[src/rtl/lutram_arb_pkg.sv]
// Shared types for the two-port LUT RAM arbiter.
// Latency: n/a (types and constants only).
// Backpressure: n/a.
package lutram_arb_pkg;

    typedef enum logic [1:0] {
        ARB_IDLE = 2'd0,
        ARB_OWN0 = 2'd1,
        ARB_OWN1 = 2'd2
    } arb_state_t;

    localparam int PORT0 = 0;
    localparam int PORT1 = 1;

endpackage

[src/rtl/rr_burst_grant.sv]
// Round-robin grant between two requesters with bounded bursts per owner.
// Latency: grant is combinational from valid and current state; state updates on posedge.
// Backpressure: a requester sees its grant only while it is valid; grants are suppressed in reset.
module rr_burst_grant
    import lutram_arb_pkg::*;
#(
    parameter int MAX_BURST = 4
) (
    input  logic       clk,
    input  logic       nrst,
    input  logic [1:0] valid,
    output logic [1:0] grant
);

    localparam int CW = $clog2(MAX_BURST + 1);
    localparam logic [CW-1:0] CNT_MAX = CW'(MAX_BURST);
    localparam logic [CW-1:0] CNT_ONE = CW'(1);

    arb_state_t    state, state_nxt;
    logic [CW-1:0] count, count_nxt;
    logic          ptr, ptr_nxt;
    logic          own;
    logic          take_vld;
    logic          take_port;
    logic          keep;

    always_ff @(posedge clk) begin
        if (!nrst) begin
            state <= ARB_IDLE;
            count <= '0;
            ptr   <= 1'b0;
        end else begin
            state <= state_nxt;
            count <= count_nxt;
            ptr   <= ptr_nxt;
        end
    end

    // ptr always names the port that is not the current owner
    always_comb begin
        grant     = 2'b00;
        state_nxt = state;
        count_nxt = count;
        ptr_nxt   = ptr;
        own       = 1'b0;
        take_vld  = 1'b0;
        take_port = 1'b0;
        keep      = 1'b0;
        if (nrst) begin
            case (state)
                ARB_IDLE: begin
                    if (|valid) begin
                        take_vld  = 1'b1;
                        take_port = (&valid) ? ptr : valid[1];
                    end
                end
                ARB_OWN0, ARB_OWN1: begin
                    own = (state == ARB_OWN1);
                    if (valid[own] && (!valid[~own] || count < CNT_MAX)) begin
                        take_vld  = 1'b1;
                        take_port = own;
                        keep      = 1'b1;
                    end else if (valid[~own]) begin
                        take_vld  = 1'b1;
                        take_port = ~own;
                    end else begin
                        state_nxt = ARB_IDLE;
                        count_nxt = '0;
                    end
                end
                default: begin
                    state_nxt = ARB_IDLE;
                    count_nxt = '0;
                end
            endcase
            if (take_vld) begin
                grant[take_port] = 1'b1;
                state_nxt        = take_port ? ARB_OWN1 : ARB_OWN0;
                ptr_nxt          = ~take_port;
                count_nxt        = keep ? ((count == CNT_MAX) ? count : count + CNT_ONE) : CNT_ONE;
            end
        end
    end

endmodule

[src/rtl/lutram_port_arbiter.sv]
// Shares one sync-write/async-read LUT RAM between two requesters, one transfer per cycle.
// Latency: fixed 2 cycles from transfer to response pulse; memory ports driven in the cycle between.
// Backpressure: reqN_ready is combinational from both valids and arbiter state; no response stall.
module lutram_port_arbiter
    import lutram_arb_pkg::*;
#(
    parameter int ADDR_WIDTH  = 5,
    parameter int DATA_WIDTH  = 2,
    parameter int MAX_ADDRESS = 31,
    parameter int MAX_BURST   = 4
) (
    input  logic                  clk,
    input  logic                  nrst,
    input  logic                  req0_valid,
    input  logic                  req0_we,
    input  logic [ADDR_WIDTH-1:0] req0_addr,
    input  logic [DATA_WIDTH-1:0] req0_wdata,
    output logic                  req0_ready,
    input  logic                  req1_valid,
    input  logic                  req1_we,
    input  logic [ADDR_WIDTH-1:0] req1_addr,
    input  logic [DATA_WIDTH-1:0] req1_wdata,
    output logic                  req1_ready,
    output logic                  rsp0_valid,
    output logic [DATA_WIDTH-1:0] rsp0_rdata,
    output logic                  rsp0_err,
    output logic                  rsp1_valid,
    output logic [DATA_WIDTH-1:0] rsp1_rdata,
    output logic                  rsp1_err,
    output logic [ADDR_WIDTH-1:0] mem_write_address,
    output logic [DATA_WIDTH-1:0] mem_write_data,
    output logic                  mem_write_enable,
    output logic [ADDR_WIDTH-1:0] mem_read_address,
    input  logic [DATA_WIDTH-1:0] mem_read_data
);

    typedef struct packed {
        logic                  vld;
        logic                  port;
        logic                  we;
        logic                  err;
        logic [ADDR_WIDTH-1:0] addr;
        logic [DATA_WIDTH-1:0] wdata;
    } pipe_t;

    logic [1:0]            grant;
    logic                  sel_we;
    logic [ADDR_WIDTH-1:0] sel_addr;
    logic [DATA_WIDTH-1:0] sel_wdata;
    logic                  addr_oor;
    logic [DATA_WIDTH-1:0] rsp_rdata_nxt;
    pipe_t                 pipe_d, pipe_q;

    rr_burst_grant #(
        .MAX_BURST(MAX_BURST)
    ) u_grant (
        .clk  (clk),
        .nrst (nrst),
        .valid({req1_valid, req0_valid}),
        .grant(grant)
    );

    assign req0_ready = grant[PORT0];
    assign req1_ready = grant[PORT1];

    always_comb begin
        sel_we    = req0_we;
        sel_addr  = req0_addr;
        sel_wdata = req0_wdata;
        if (grant[PORT1]) begin
            sel_we    = req1_we;
            sel_addr  = req1_addr;
            sel_wdata = req1_wdata;
        end
    end

    // When MAX_ADDRESS covers the whole address space the check disappears entirely
    if (MAX_ADDRESS >= (1 << ADDR_WIDTH) - 1) begin : g_full_range
        assign addr_oor = 1'b0;
    end else begin : g_range_check
        localparam logic [ADDR_WIDTH-1:0] MAX_A = ADDR_WIDTH'(MAX_ADDRESS);
        assign addr_oor = (sel_addr > MAX_A);
    end

    assign pipe_d = '{
        vld:   |grant,
        port:  grant[PORT1],
        we:    sel_we,
        err:   addr_oor,
        addr:  sel_addr,
        wdata: sel_wdata
    };

    always_ff @(posedge clk) begin
        if (!nrst) begin
            pipe_q <= '0;
        end else begin
            pipe_q <= pipe_d;
        end
    end

    // nrst gates the write strobe so an op caught by reset never commits
    assign mem_write_address = pipe_q.addr;
    assign mem_write_data    = pipe_q.wdata;
    assign mem_write_enable  = pipe_q.vld & pipe_q.we & ~pipe_q.err & nrst;
    assign mem_read_address  = pipe_q.addr;
    assign rsp_rdata_nxt     = pipe_q.err ? '0 : mem_read_data;

    always_ff @(posedge clk) begin
        if (!nrst) begin
            rsp0_valid <= 1'b0;
            rsp0_rdata <= '0;
            rsp0_err   <= 1'b0;
            rsp1_valid <= 1'b0;
            rsp1_rdata <= '0;
            rsp1_err   <= 1'b0;
        end else begin
            rsp0_valid <= pipe_q.vld & ~pipe_q.port;
            rsp1_valid <= pipe_q.vld & pipe_q.port;
            if (pipe_q.vld && !pipe_q.port) begin
                rsp0_rdata <= rsp_rdata_nxt;
                rsp0_err   <= pipe_q.err;
            end
            if (pipe_q.vld && pipe_q.port) begin
                rsp1_rdata <= rsp_rdata_nxt;
                rsp1_err   <= pipe_q.err;
            end
        end
    end

endmodule

[config.mk]
export PLATFORM = sky130hd
export DESIGN_NAME = lutram_port_arbiter
export DESIGN_NICKNAME = d
export VERILOG_FILES = /design/src/rtl/lutram_arb_pkg.sv /design/src/rtl/rr_burst_grant.sv /design/src/rtl/lutram_port_arbiter.sv
export SDC_FILE = /design/constraint.sdc
export NUM_CORES = 1
export LEC_CHECK = 0
export ABC_AREA = 1
export ABC_CLOCK_PERIOD_IN_PS = 2150
export CAP_MARGIN = 20
export CORE_ASPECT_RATIO = 0.9
export CORE_UTILIZATION = 44
export DETAILED_ROUTE_END_ITERATION = 10
export PLACE_DENSITY_LB_ADDON = 0.15
export RECOVER_POWER = 50
export SETUP_SLACK_MARGIN = 0.5
export SLEW_MARGIN = 20
export SYNTH_ARGS = -nofsm -noshare
export SYNTH_HDL_FRONTEND = slang
export SYNTH_SLANG_ARGS = --single-unit
[constraint.sdc]
create_clock -name clk -period 2.15 [get_ports clk]
set_clock_uncertainty 0.1 [all_clocks]
set_input_delay 0.43 -clock clk [delete_from_list [all_inputs] [get_ports clk]]
set_output_delay 0.43 -clock clk [all_outputs]
set_load 0.01 [all_outputs]
==> out/metrics.csv, run 1 <==
stage,metric,value,unit
clock_tree,clk root buf,clkbuf_4,
grt,first-pass GRT wire length,4300,um
worst_setup_path,CP endpoint kind,output port,
routing,post-route ant nets,0,
routing,Vias,1101,
clock_tree,total CTS buffers,3,
clock_tree,H-tree depth,1,
outcome,violated checks,negative setup slack,
routing,DRC,0,
sta,worst hold margin,400,ps
sta,final worst slack,-66.8,ps
layout,n_diodes,0,
synthesis,distinct cell type count after synthesis,25,
worst_setup_path,WP data arrival,1690,ps
worst_hold_path,beginning of the worst hold path,u_grant.ptr,
synthesis,cell area after synthesis,1260,um^2
clock_tree,# hold bufs at CTS,0,
worst_setup_path,FF-to-FF setup slack,190,ps
routing,total routed wirelength,2810,um
worst_hold_path,Hold Crit Depth,2,
placed_design,"Cell Area, Placed",1790,um^2
job,MaxCap Viol Count,0,
synthesis,Post-Syn Instances,156,
sta,worst-margin pin slew,811,ps
worst_setup_path,"slowest stage cell, crit path",dfxtp_4,
layout,Fill cells,214,
power,leakage power,1.02,nW
placed_design,post-DP HPWL,2100,um
layout,fin area,1990,um^2
worst_setup_path,Worst path max stage delay,400,ps
floorplan,Die Wd,58.4,um
grt,vias in the first global route,1068,
layout,synthesis-to-finish area growth,57.8,%
floorplan,core region area,2730,um^2
clock_tree,CTS tree,done,
synthesis,synth warn,0,
clock_tree,Worst-Skew Late Latency,310,ps
clock_tree,Clock Pin Slew Worst Setup and Hold Paths,120,ps
grt,Total GRT Usage,18.7,%
worst_setup_path,reg2reg end,u_grant.count[0],
sta,Hold Fails Final Rpt,0,
synthesis,Seq cells post-synth,22,
floorplan,Initial Util,46.2,%
sta,Final setup violation count,2,
worst_setup_path,CP dominant cell by count,nand2_2,
outcome,outcome,"finished, violations left",
worst_setup_path,crit path kind,reg -> out,
sta,RSZ-0062 raised after global routing,true,
clock_tree,CTS Buffer Depth,2,
worst_setup_path,Setup crit start kind,flop,
worst_setup_path,R2R depth,16,
sta,relative slew slack,45.9,%
clock_tree,total clock sinks,22,
floorplan,I/O pin total,45,
grt,largest net degree at the start of global routing,15,
routing,first-pass iteration count of the detailed router,4,
worst_hold_path,Hold/Removal Path Class,reg -> reg,
routing,Initial DRC Count,39,
sta,Tcrit/Tclk final,103,%
sta,max-slew violation count,0,
worst_hold_path,Hold EP,u_grant.ptr,
layout,Layout Utilization,72.9,%
sta,crit path time final,2220,ps
layout,fin nets,236,
worst_setup_path,required time of the critical path,1620,ps
worst_setup_path,worst r2r src,u_grant.state[0],
synthesis,post-synthesis sequential area ratio,35.0,%
grt,initial antenna violation count,0,
routing,vias per cell,4.46,
power,PD cells,1180,nW/um^2
layout,"most common cell after layout, fill and taps aside",dlygate4sd2_1,
placed_design,global placement routability congestion,0.811,
power,maximum vdd drop,610,uV
floorplan,DIE AREA,3080,um^2
layout,fraction of layout instances using a drive strength above 1,44.4,%
worst_setup_path,Critical Path Fanout Max,4,
worst_setup_path,CP Cell Sequence,"inv_8, ha_4, inv_2, nand2_2, nand2_2, nand2_2, nand2_2, nand2_4, nand2_8, nor2_8, nand2_4, clkinv_4, buf_6",
sta,fmax,0.451,GHz
grt,gr ovfl total,0,
floorplan,row cnt,18,
layout,most frequent cells in the layout,"21 x dlygate4sd2_1, 20 x nand2_2, 20 x dfxtp_1",
synthesis,Mapped Avg Cell Area,8.07,um^2
routing,Avg WL per Cell,11.4,um
floorplan,Die Y,52.7,um
placed_design,Buffers on Ports,42,
==> critical path: cells and delay by family, from the launching register on <==
kind          cells  cell delay [ps]
buf+inv           4              260
flops             1              400
fa+ha+maj         1              150
simple gates      8              550
==> final cells by class <==
| cell class | count | area, um^2 | area share, % |
|---|---|---|---|
| multi-input cells | 97 | 779 | 39.3 |
| repair buffers | 62 | 566 | 28.5 |
| flip-flops and latches | 22 | 448 | 22.6 |
| inverters | 22 | 95.1 | 4.79 |
| well taps | 40 | 50.0 | 2.52 |
| clock buffers | 4 | 47.5 | 2.39 |
==> per-layer routing <==
metal / up-vias / wire [um] / share of wire [%] / GRT usage (%)
met1: 501 / 1190 / 42 / 20.5
met5: - / 0 / 0 / 0
met3: 4 / 110 / 3.9 / 4.44
met2: 26 / 1480 / 52 / 35.4
met4: 0 / 33 / 1.2 / 5.95
li1: 570 / - / - / -
==> through the flow <==
stage	instances	setup TNS, ps	total power, mW	setup slack (ps)
floorplan	157	0	1.48	395
global placement	238	-1100	1.87	-504
detailed placement	238	-1190	1.92	-544
CTS	243	-186	2.20	-105
global route	247	-340	2.51	-170
finish	247	-131	2.34	-66.8
==> state kept, by name, indices dropped and copies added (netlist names) <==
signal	cells
mem_read_address	5
pipe_q	3
u_grant.count	3
mem_write_data	2
rsp0_rdata	2
rsp1_rdata	2
u_grant.state	2
rsp0_valid	1
rsp1_valid	1
u_grant.ptr	1
==> synth_stat cells (all sizes together) <==
cell,instances,area [um^2]
a21oi,2,10.0
buf,16,121
clkinv,1,5.00
conb,1,3.75
dfxtp,22,440
ha,6,75.1
inv,21,78.8
nand2,42,218
nand3,16,120
nand4,1,21.3
nor2,17,87.6
o211ai,1,7.51
o21ai,7,46.3
o31ai,2,15.0
xor2,1,8.76
==> cell families after synthesis <==
kind of cell	count (synthesis)	synth area share (%)
AND/OR/NAND/NOR	76	35.5
AO/OA/AOI/OAI	12	6.26
other	1	0.298
XOR/XNOR	1	0.696
flip-flops	22	35.0
adder cells (fa/ha/maj)	6	5.96
buffers and inverters	38	16.3
==> how the worst max path moves through the flow <==
stage	from	depth (start not counted)	slack, ps	endpoint
floorplan	u_grant.state[0]	12	400	req0_ready
global placement	req1_valid	12	-500	req0_ready
detailed placement	req1_valid	12	-540	req1_ready
CTS	u_grant.state[0]	14	-100	req0_ready
global route	u_grant.state[0]	13	-170	req1_ready
finish	u_grant.state[0]	13	-70	req1_ready
==> power breakdown <==
part,total (mW),switching (mW),internal [mW]
combinational,1.46,0.770,0.688
clock,0.272,0.130,0.142
sequential,0.612,0.0769,0.535
total,2.34,0.977,1.37
==> what timing repair did <==
action / in CTS / in global routing
endpoints found under the hold margin: 0 / 0
gates resized for setup: 51 / 23
setup buffers: 1 / 4
pin swaps: 10 / 8
endpoints found under the setup margin: 36 / 17
(Power assumes the default switching activity.)
==> run 2: changes to the inputs <==
--- a/config.mk
+++ b/config.mk
@@ -6,5 +6,4 @@
 export NUM_CORES = 1
 export LEC_CHECK = 0
-export ABC_AREA = 1
 export ABC_CLOCK_PERIOD_IN_PS = 2150
 export CAP_MARGIN = 20
==> constraint.sdc (replaced) <==
create_clock -name clk -period 2.15 [get_ports clk]
set_clock_uncertainty 0.1 [all_clocks]
set_input_delay 0.645 -clock clk [delete_from_list [all_inputs] [get_ports clk]]
set_output_delay 0.645 -clock clk [all_outputs]
set_load 0.01 [all_outputs]
==> run 2 against run 1 <==
  * The run still ends with negative setup slack left
  * Critical path type unchanged
  * Final cell count decreased by 2.0%
  * Synthesized area increased by 0.99%
  * Sequential share of layout area decreased by 0.23 points
  * Critical path depth decreased by 6
  * Sequential cell count unchanged
  * Via count increased by 6.3%
==> out/metrics.csv, run 2 <==
stage,metric,value,unit,change
worst_setup_path,Buf/Inv on CP,2,,was 4
outcome,violated checks,negative setup slack,,unchanged
sta,Tcrit/Tclk final,121,%,was 103%
synthesis,top-area cell type share of the netlist area,34.6,%,was 35.0%
synthesis,"top cells by count, synth","22 x dfxtp_1, 19 x nand2_1, 14 x buf_4",,"was 24 x nand2_1, 22 x dfxtp_1, 19 x inv_1"
worst_hold_path,Hold/Removal Path Class,reg -> reg,,unchanged
job,MaxCap Viol Count,0,,unchanged
layout,Reg area,448,um^2,unchanged
synthesis,ys async rst share,0,%,unchanged
clock_tree,CTS tree,done,,unchanged
worst_setup_path,CP endpoint kind,output port,,unchanged
floorplan,I/O pin total,45,,unchanged
routing,Vias,1170,,"was 1,101"
sta,crit path time final,2600,ps,was 2220 ps
floorplan,row cnt,18,,unchanged
grt,Total GRT Usage,20.5,%,was 18.7%
clock_tree,total CTS buffers,3,,unchanged
routing,vias per cell,4.83,,was 4.46
placed_design,post-DP HPWL,2110,um,was 2100 um
clock_tree,Worst-Skew Late Latency,310,ps,about the same
worst_setup_path,Critical Path Fanout Max,5,,was 4
floorplan,DIE AREA,3110,um^2,was 3080 um^2
placed_design,Buffers on Ports,42,,unchanged
layout,n_diodes,0,,unchanged
sta,Final setup violation count,5,,was 2
power,Power Total,2.25,mW,was 2.34 mW
layout,most frequent cells in the layout,"18 x nand2_1, 18 x clkdlybuf4s50_1, 18 x dfxtp_1",,"was 21 x dlygate4sd2_1, 20 x nand2_2, 20 x dfxtp_1"
sta,max-slew violation count,0,,unchanged
worst_setup_path,required time of the critical path,1400,ps,was 1620 ps
synthesis,synth warn,0,,unchanged
routing,total routed wirelength,3360,um,was 2810 um
layout,footprint of the multi-input gates,787,um^2,was 779 um^2
worst_setup_path,WP data arrival,1860,ps,was 1690 ps
power,PD cells,1120,nW/um^2,was 1180 nW/um^2
routing,DRC,0,,unchanged
routing,first-pass iteration count of the detailed router,4,,unchanged
layout,synthesis-to-finish area growth,57.8,%,about the same
clock_tree,Clock Pin Slew Worst Setup and Hold Paths,120,ps,about the same
synthesis,cell area after synthesis,1270,um^2,was 1260 um^2
worst_setup_path,crit path kind,reg -> out,,unchanged
clock_tree,total clock sinks,22,,unchanged
routing,Initial DRC Count,38,,was 39
power,leakage power,0.877,nW,was 1.02 nW
worst_setup_path,CP Cell Sequence,"inv_4, ha_4, o21bai_4, nor4_4, nand2_2, nor2_8, buf_6",,"was inv_8, ha_4, inv_2, nand2_2, nand2_2, nand2_2, nand2_2, nand2_4, nand2_8, nor2_8, nand2_4, clkinv_4, buf_6"
layout,fin nets,231,,was 236
synthesis,Synth area leaders,"dfxtp_1 35%, mux2i_1 8.7%, buf_4 8.3%, ha_1 5.9%, nand2_1 5.6%",,"was dfxtp_1 35%, buf_4 8.3%, nand2_2 7.5%, nand2_1 7.2%, nand3_2 6.4%"
grt,largest net degree at the start of global routing,13,,was 15
clock_tree,CTS Buffer Depth,2,,unchanged
worst_hold_path,Hold Crit Depth,2,,unchanged
clock_tree,clk root buf,clkbuf_4,,unchanged
grt,vias in the first global route,1073,,"was 1,068"
synthesis,Post-synth EDFFs,0,,unchanged
clock_tree,H-tree depth,1,,unchanged
placed_design,pre-CTS WS,-1120,ps,was -544 ps
grt,gr ovfl total,0,,unchanged
floorplan,Die Y,53.0,um,was 52.7 um
worst_setup_path,Worst path max stage delay,420,ps,was 400 ps
floorplan,Die Wd,58.7,um,was 58.4 um
outcome,outcome,"finished, violations left",,unchanged
synthesis,distinct cell type count after synthesis,38,,was 25
worst_setup_path,Top delay family on crit path,simple AND/OR/NAND/NOR gates,,unchanged
layout,Fill cells,216,,was 214
synthesis,post-synthesis sequential area ratio,34.6,%,was 35.0%
worst_setup_path,Worst path depth,7,,was 13
sta,final worst slack,-450,ps,was -66.8 ps
sta,fmax,0.385,GHz,was 0.451 GHz
grt,first-pass GRT wire length,4660,um,was 4300 um
synthesis,Seq cells post-synth,22,,unchanged
worst_setup_path,R2R depth,9,,was 16
synthesis,Mapped Avg Cell Area,9.02,um^2,was 8.07 um^2
placed_design,global placement routability congestion,0.773,,was 0.811
floorplan,Initial Util,46.3,%,was 46.2%
synthesis,Post-Syn Instances,141,,was 156
synthesis,top_reg_cell synth,dfxtp_1,,unchanged
routing,Avg WL per Cell,13.9,um,was 11.4 um
layout,fraction of layout instances using a drive strength above 1,39.6,%,was 44.4%
sta,Hold Fails Final Rpt,0,,unchanged
power,maximum vdd drop,704,uV,was 610 uV
routing,post-route ant nets,0,,unchanged
synthesis,most frequent cell after synthesis,dfxtp_1,,was nand2_1
floorplan,core region area,2750,um^2,was 2730 um^2
worst_setup_path,Setup crit start kind,flop,,unchanged
layout,Largest register FFs,5,,unchanged
sta,RSZ-0062 raised after global routing,true,,unchanged
sta,total negative setup slack,-1100,ps,was -131 ps
worst_setup_path,"slowest stage cell, crit path",dfxtp_4,,unchanged
grt,initial antenna violation count,0,,unchanged
synthesis,top cell type by total area after synthesis,dfxtp_1,,unchanged
==> run 2: worst reg2reg max path: stages (launching register included) <==
cell       delay, ps
dfxtp_4          400
buf_6            130
ha_4             180
buf_6            120
buf_6            110
or4b_4           520
o211ai_1         140
nand4_1          220
o2bb2ai_2        180
a21o_1           110
==> run 2: cells by family after synthesis <==
kind of cell / count (synthesis) / synth area share (%)
simple gates: 49 / 24.7
other cells: 1 / 0.295
fa+ha+maj: 6 / 5.91
flops: 22 / 34.6
buf+inv: 33 / 14.3
compound gates: 19 / 11.5
mux: 11 / 8.66
==> run 2: metal layers <==
layer / vias up / wire [um] / global-route usage, %
li1: 579 / - / -
met1: 560 / 1370 / 23.2
met2: 29 / 1830 / 38.5
met3: 2 / 151 / 6.11
met4: 0 / 10 / 3.17
met5: - / 0 / 0
==> run 2: through the flow <==
stage | hold slack, ps | cell area, um^2 | cells | utilization, %
floorplan | 341 | 1360 | 142 | -
global placement | 351 | 1790 | 222 | 65.2
detailed placement | 370 | 1790 | 222 | 65.2
CTS | 387 | 2000 | 235 | 72.9
global route | 416 | 2010 | 242 | 73.0
finish | 381 | 2010 | 242 | 73.0
==> run 2: worst paths after layout <==
| kind | to | from | slack [ps] |
|---|---|---|---|
| worst max register to register | u_grant.count[2] | u_grant.state[1] | -110 |
| worst min register to register | rsp1_rdata[1] | rsp1_rdata[1] | 380 |
| worst min-delay path | rsp1_rdata[1] | rsp1_rdata[1] | 380 |
| worst max-delay path | req1_ready | u_grant.state[1] | -450 |
==> run 2: area by class of cell <==
type	count	area share, %
inverter	13	2.68
clock buffer	4	1.81
multi-input combinational	87	39.2
timing repair buffer	76	31.4
sequential	22	22.3
tap	40	2.50
==> run 2: timing repair <==
item                                    CTS  global route
cloned                                    0             1
pin swaps                                12             7
buffers inserted                          9             6
endpoints found under the setup margin   37            37
hold buffers                              0             0
resized for setup                        89            38
hold endpoints to repair                  0             0
==> run 2: power breakdown <==
part | internal (mW) | switching (mW) | total (mW)
clock | 0.103 | 0.126 | 0.230
sequential | 0.507 | 0.0865 | 0.593
combinational | 0.770 | 0.656 | 1.43
total | 1.38 | 0.869 | 2.25
